===== src/rtl/ram_arbiter.sv =====
// ram_arbiter: round-robin arbiter and sequencer sharing one 1024x4 dual-address RAM between port A and port B.
// Optional lock/burst ownership is compiled in when RAM_ARB_LOCK_EN is defined.
module ram_arbiter #(
    parameter int ADDR_W    = 10,
    parameter int DATA_W    = 4,
    parameter int MAX_BURST = 16
) (
    input  logic              clk,
    input  logic              rst_n,
    input  logic              req_a,
    input  logic              req_b,
    input  logic              we_a,
    input  logic              we_b,
    input  logic [ADDR_W-1:0] addr_a,
    input  logic [ADDR_W-1:0] addr_b,
    input  logic [DATA_W-1:0] wdata_a,
    input  logic [DATA_W-1:0] wdata_b,
    input  logic              lock_a,
    input  logic              lock_b,
    output logic              gnt_a,
    output logic              gnt_b,
    output logic              rvalid_a,
    output logic              rvalid_b,
    output logic [DATA_W-1:0] rdata,
    output logic              ram_write_en,
    output logic [ADDR_W-1:0] ram_waddr,
    output logic [DATA_W-1:0] ram_din,
    output logic [ADDR_W-1:0] ram_raddr,
    input  logic [DATA_W-1:0] ram_dout
);
    // Handshake: a beat transfers on a rising clk edge where req_x && gnt_x. req_x and its fields are
    // held by the requester until then; gnt_x is combinational and never asserted for both ports.
    localparam logic PORT_A = 1'b0;
    localparam logic PORT_B = 1'b1;

    logic              last_q;
    logic              rr_a;
    logic              rr_b;
    logic              gnt_a_c;
    logic              gnt_b_c;
    logic              acc_a;
    logic              acc_b;
    logic              acc_any;
    logic              acc_we;
    logic [ADDR_W-1:0] acc_addr;
    logic [DATA_W-1:0] acc_wdata;
    logic              wen_q;
    logic [ADDR_W-1:0] waddr_q;
    logic [DATA_W-1:0] din_q;
    logic [ADDR_W-1:0] raddr_q;
    logic              pend_a_q;
    logic              pend_b_q;
    logic              rvalid_a_q;
    logic              rvalid_b_q;

    assign rr_a = req_a && (!req_b || last_q == PORT_B);
    assign rr_b = req_b && !rr_a;

`ifdef RAM_ARB_LOCK_EN
    typedef enum logic [1:0] {OWN_NONE, OWN_A, OWN_B} own_t;
    localparam int CNT_W = $clog2(MAX_BURST + 1);

    own_t             own_q;
    own_t             own_d;
    logic [CNT_W-1:0] cnt_q;
    logic [CNT_W-1:0] cnt_d;
    logic             acc_lock;

    always_comb begin
        gnt_a_c = 1'b0;
        gnt_b_c = 1'b0;
        if (rst_n) begin
            case (own_q)
                OWN_A:   gnt_a_c = req_a;
                OWN_B:   gnt_b_c = req_b;
                default: begin
                    gnt_a_c = rr_a;
                    gnt_b_c = rr_b;
                end
            endcase
        end
    end

    assign acc_lock = acc_a ? lock_a : lock_b;

    // cnt_q counts beats of the current tenure; an idle owner keeps ownership.
    always_comb begin
        own_d = own_q;
        cnt_d = cnt_q;
        if (acc_any) begin
            if (acc_lock && (int'(cnt_q) + 1 < MAX_BURST)) begin
                own_d = acc_b ? OWN_B : OWN_A;
                cnt_d = cnt_q + CNT_W'(1);
            end else begin
                own_d = OWN_NONE;
                cnt_d = '0;
            end
        end
    end

    always_ff @(posedge clk or negedge rst_n) begin
        if (!rst_n) begin
            own_q <= OWN_NONE;
            cnt_q <= '0;
        end else begin
            own_q <= own_d;
            cnt_q <= cnt_d;
        end
    end
`else
    logic unused_lock;

    assign gnt_a_c     = rst_n && rr_a;
    assign gnt_b_c     = rst_n && rr_b;
    assign unused_lock = lock_a ^ lock_b ^ (MAX_BURST > 0);
`endif

    assign acc_a     = req_a && gnt_a_c;
    assign acc_b     = req_b && gnt_b_c;
    assign acc_any   = acc_a || acc_b;
    assign acc_we    = acc_a ? we_a : we_b;
    assign acc_addr  = acc_a ? addr_a : addr_b;
    assign acc_wdata = acc_a ? wdata_a : wdata_b;

    // Read issuer travels two stages so rvalid lines up with the RAM's registered dout.
    always_ff @(posedge clk or negedge rst_n) begin
        if (!rst_n) begin
            last_q     <= PORT_B;
            wen_q      <= 1'b0;
            waddr_q    <= '0;
            din_q      <= '0;
            raddr_q    <= '0;
            pend_a_q   <= 1'b0;
            pend_b_q   <= 1'b0;
            rvalid_a_q <= 1'b0;
            rvalid_b_q <= 1'b0;
        end else begin
            wen_q      <= acc_any && acc_we;
            pend_a_q   <= acc_a && !we_a;
            pend_b_q   <= acc_b && !we_b;
            rvalid_a_q <= pend_a_q;
            rvalid_b_q <= pend_b_q;
            if (acc_any) begin
                last_q <= acc_b ? PORT_B : PORT_A;
                if (acc_we) begin
                    waddr_q <= acc_addr;
                    din_q   <= acc_wdata;
                end else begin
                    raddr_q <= acc_addr;
                end
            end
        end
    end

    assign gnt_a        = gnt_a_c;
    assign gnt_b        = gnt_b_c;
    assign rvalid_a     = rvalid_a_q;
    assign rvalid_b     = rvalid_b_q;
    assign rdata        = ram_dout;
    assign ram_write_en = wen_q;
    assign ram_waddr    = waddr_q;
    assign ram_din      = din_q;
    assign ram_raddr    = raddr_q;

endmodule


===== config.mk =====
export PLATFORM = sky130hd
export DESIGN_NAME = ram_arbiter
export DESIGN_NICKNAME = d
export VERILOG_FILES = /design/src/rtl/ram_arbiter.sv
export SDC_FILE = /design/constraint.sdc
export NUM_CORES = 1
export LEC_CHECK = 0
export BUFFER_PORTS_ARGS = -buffer_cell sky130_fd_sc_hd__buf_2
export CELL_PAD_IN_SITES_DETAIL_PLACEMENT = 0
export CELL_PAD_IN_SITES_GLOBAL_PLACEMENT = 2
export CORE_ASPECT_RATIO = 1.4
export CORE_MARGIN = 5
export CORE_UTILIZATION = 26
export DETAILED_ROUTE_END_ITERATION = 8
export PLACE_DENSITY_LB_ADDON = 0.1
export SETUP_SLACK_MARGIN = 0.1
export SYNTH_ARGS = -nofsm -noshare
export SYNTH_HDL_FRONTEND = slang
export SYNTH_SLANG_ARGS = --single-unit

===== constraint.sdc =====
create_clock -name clk -period 1.9 [get_ports clk]
set_clock_uncertainty 0.2 [all_clocks]
set_input_delay 0.475 -clock clk [delete_from_list [all_inputs] [get_ports clk]]
set_output_delay 0.475 -clock clk [all_outputs]
set_load 0.02 [all_outputs]

After elaboration in Yosys (flattened, before gate mapping)

Index checks and enable logic that the tools add are counted.

Register bits after elaboration: 30
Bits of input ports: 40
Output and inout port bits: 33

Muxes and demuxes: 4
Bitwise operators: 1
Reductions and logical operators: 17

Operator list:

| operator          | count |
|---|---|
| $mux 10           | 1 |
| $logic_and 1x1->1 | 9 |
| $logic_not 1->1   | 4 |
| $mux 4            | 1 |
| $reduce_and 2->1  | 2 |
| $logic_or 1x1->1  | 2 |
| $mux 1            | 2 |
| $not 1->1         | 1 |

Longest topological paths before layout

Depth after elaboration: 9
Depth in mapped cells: 5
Mapped depth without buffers: 4

Least setup slack after synthesis

No wires, ideal clock.

Kind: reg-to-output
From: register last_q
To: output gnt_a
Data arrival time: 0.979 ns
Slack: 0.246 ns
Stages on the path, launching flop included: 4
Buffers on the path: 1
Path through: dfstp_2 -> nor2b_4 -> nor2_8 -> buf_6

Longest elaborated chain between the ends: 3

RTL lines:

| element                | line | RTL |
|---|---|---|
| start, declared        | 36   | `logic last_q;` |
| start signal, assigned | 144  | `last_q <= acc_b ? PORT_B : PORT_A;` |
| $logic_or 1x1->1       | 56   | `assign rr_a = req_a && (!req_b \|\| last_q == PORT_B);` |
| $logic_and 1x1->1      | 56   |  |
| $logic_and 1x1->1      | 113  | `assign gnt_a_c = rst_n && rr_a;` |
| end, declared          | 20   | `output logic gnt_a,` |

Every way passes these cells.

Worst setup path after layout

Ends and elaborated chain as after synthesis.

==> results.cfg <==
[timing]
maxSlewViolCount = 0
min_period_over_period_pct = 96.07
fin_tns_setup_ns = 0
relSlewSlack_pct = 81.73
setup_viol = 0
worst_slew_pin_slew_ns = 0.2741
hold_violations = 0
fmax_mhz = 547.8
finalCriticalPeriod_ns = 1.825
grt_setup_unrepaired = true

[clock_network]
clock_latency_ns = 0.27
cts.sinks = 30
cts_tree = done
h-tree-depth = 2
clk_path_buf_depth = 2
numCtsBuffers = 5
holdBufCountCts = 0
clk_pin_slew_worst_paths_ns = 0.06
cts_root_buffer = clkbuf_8

[placed_design]
place.port_buffers = 62
dpl_cell_area_sq_mm = 0.001790
placed_cells = 243
place_hpwl_um = 2667
place.gp.congestion = 0.7063

[worst_setup_path]
end_kind = primary output
worstSetupStartpointType = register
path_class = reg -> out
crit_buf_inv = 1
critical_path.cell_chain = nor2b_4, nor2_8, buf_6
crit_family = flip-flops
cp_max_fo = 4
r2r_start = last_q
arrival_ns = 1.15
slowest_stage = dfstp_2
slowest_delay_ns = 0.58
regToRegSetupSlack_ns = 0.17
cp-startpoint = last_q
cp.required_ns = 1.22

[drt]
via_per_inst = 4.355
drc_errors = 0
first_pass_iters = 4
finalWirelength_um = 3610
ant_nets = 0
drt_iter0_markers = 33
avgRoutedWirePerCell_um = 13.94
num_vias = 1128

[synth]
ys.flop_type = dfrtp_1
synth.distinct_cells = 19
syn_area_sq_mm = 0.001360
ys_ff_latch = 30
yosysTopAreaCellShare_pct = 53.36
synth_edf_count = 0
synth.area.top_cells = dfrtp_1 53%, mux2i_1 18%, a21oi_1 5.5%
synthTopCellsByCount = 29 x dfrtp_1, 24 x mux2i_1, 15 x a21oi_1, 15 x nor2_1, 12 x inv_1
synth_cells = 117
synth_warnings = 0
syn_nets = 157
yosysTopAreaCell = dfrtp_1
ys_seq_area_share_pct = 55.29
async_flop_share_pct = 100.0
yosysMostFrequentCell = dfrtp_1
synth.avg_cell_area_sq_um = 11.62

[global_routing]
grt_pass1_vias = 1147
grt_usage_pct = 10.45
antenna_found_initial = 0
grt_max_degree = 22
grt_first_pass_wirelength_um = 5416
gr-total-overflow = 0

[floorplanning]
io_pins = 73
dieWidth_um = 71.13
dieArea_sq_mm = 0.006798
start_util_pct = 26.56
die_h_um = 95.58
core_area_sq_mm = 0.005120
fp-row-count = 31

[hold_path]
hp-class = in -> async

[final_layout]
drive_above_1_share_pct = 49.74
fin_area_sq_mm = 0.002027
diodes = 0
instances_no_fill = 259
layout-area-overhead-vs-synth_pct = 49.03
nets = 233

[run_status]
status = finished, final reports clean

[power_and_ir_drop]
p_per_area_mw_per_mm2 = 1006
ir_drop_mv = 0.3461
p_leak_nw = 1.040

[run]
drv_cap = 0
[worst paths after layout]
kind                                 to  depth (start not counted)
setup reg to reg           ram_raddr[8]                          6
max in group asynchronous  ram_raddr[6]                          2
setup / recovery                  gnt_a                          3
min in group clk               rvalid_b                          0
hold / removal                   last_q                          1
hold reg to reg                rvalid_b                          0
[layout make-up]
class / count / area [sq um]
Fill cell: 553 / 3093
Multi-Input combinational cell: 66 / 528.0
Inverter: 12 / 45.04
Tap cell: 66 / 82.58
Clock buffer: 7 / 76.32
Timing Repair Buffer: 78 / 543.0
Sequential cell: 30 / 752.0
[layout by cell type (no fill, tap or decap), types with 4 or more instances in the layout]
master / count
buf_12: 4
mux2i_1: 22
clkbuf_8: 5
inv_1: 11
a21oi_1: 15
buf_6: 6
dfrtp_1: 29
buf_4: 6
buf_2: 60
nor2_1: 15
[stage by stage]
step | hold WS (ns) | total power, mW | setup WS (ns) | utilization [%]
final | 0.03081 | 2.039 | 0.07460 | 39.59
after global placement | 0.1334 | 1.519 | 0.06263 | 34.97
after global routing | 0.03459 | 2.173 | 0.02446 | 39.59
after floorplan | -0.02059 | 1.269 | 0.2457 | -
after detailed placement | 0.1363 | 1.537 | 0.03855 | 34.97
after CTS | 0.01687 | 2.044 | 0.05440 | 37.54
[cell families after synthesis]
kind of cell | after synthesis | synth area share [%]
AND/OR/NAND/NOR | 23 | 9.475
buffers and inverters | 21 | 8.923
AO/OA/AOI/OAI | 19 | 8.648
flip-flops | 30 | 55.29
multiplexers | 24 | 17.66
[timing repair]
| item | in CTS | in global routing |
|---|---|---|
| pin swaps | 3 | 2 |
| gates cloned | 0 | 2 |
| setup buffers | 5 | 2 |
| setup endpoints to repair | 2 | 23 |
| resized for setup | 6 | 10 |
[registers in the layout, indices dropped and copies added (netlist names)]
| name | cells |
|---|---|
| last_q | 1 |
| rvalid_a | 1 |
| pend_a_q | 1 |
| ram_waddr | 10 |
| ram_write_en | 1 |
| pend_b_q | 1 |
| ram_raddr | 10 |
| rvalid_b | 1 |
| ram_din | 4 |
[layer usage]
metal	track usage [%]	routed length, um	vias to the layer above
li1	-	-	536
met1	10.97	1390	541
met2	18.73	1921	47
met3	4.219	258	4
met4	3.762	40	0
met5	0	0	-
[power by group]
part	internal (mW)	total (mW)	switching [mW]	leakage, nW
Sequential	0.785	0.860	0.0744	0.347
Clock	0.251	0.469	0.217	0.0383
Combinational	0.298	0.711	0.413	0.655
Power figures use the tool's default switching activity.
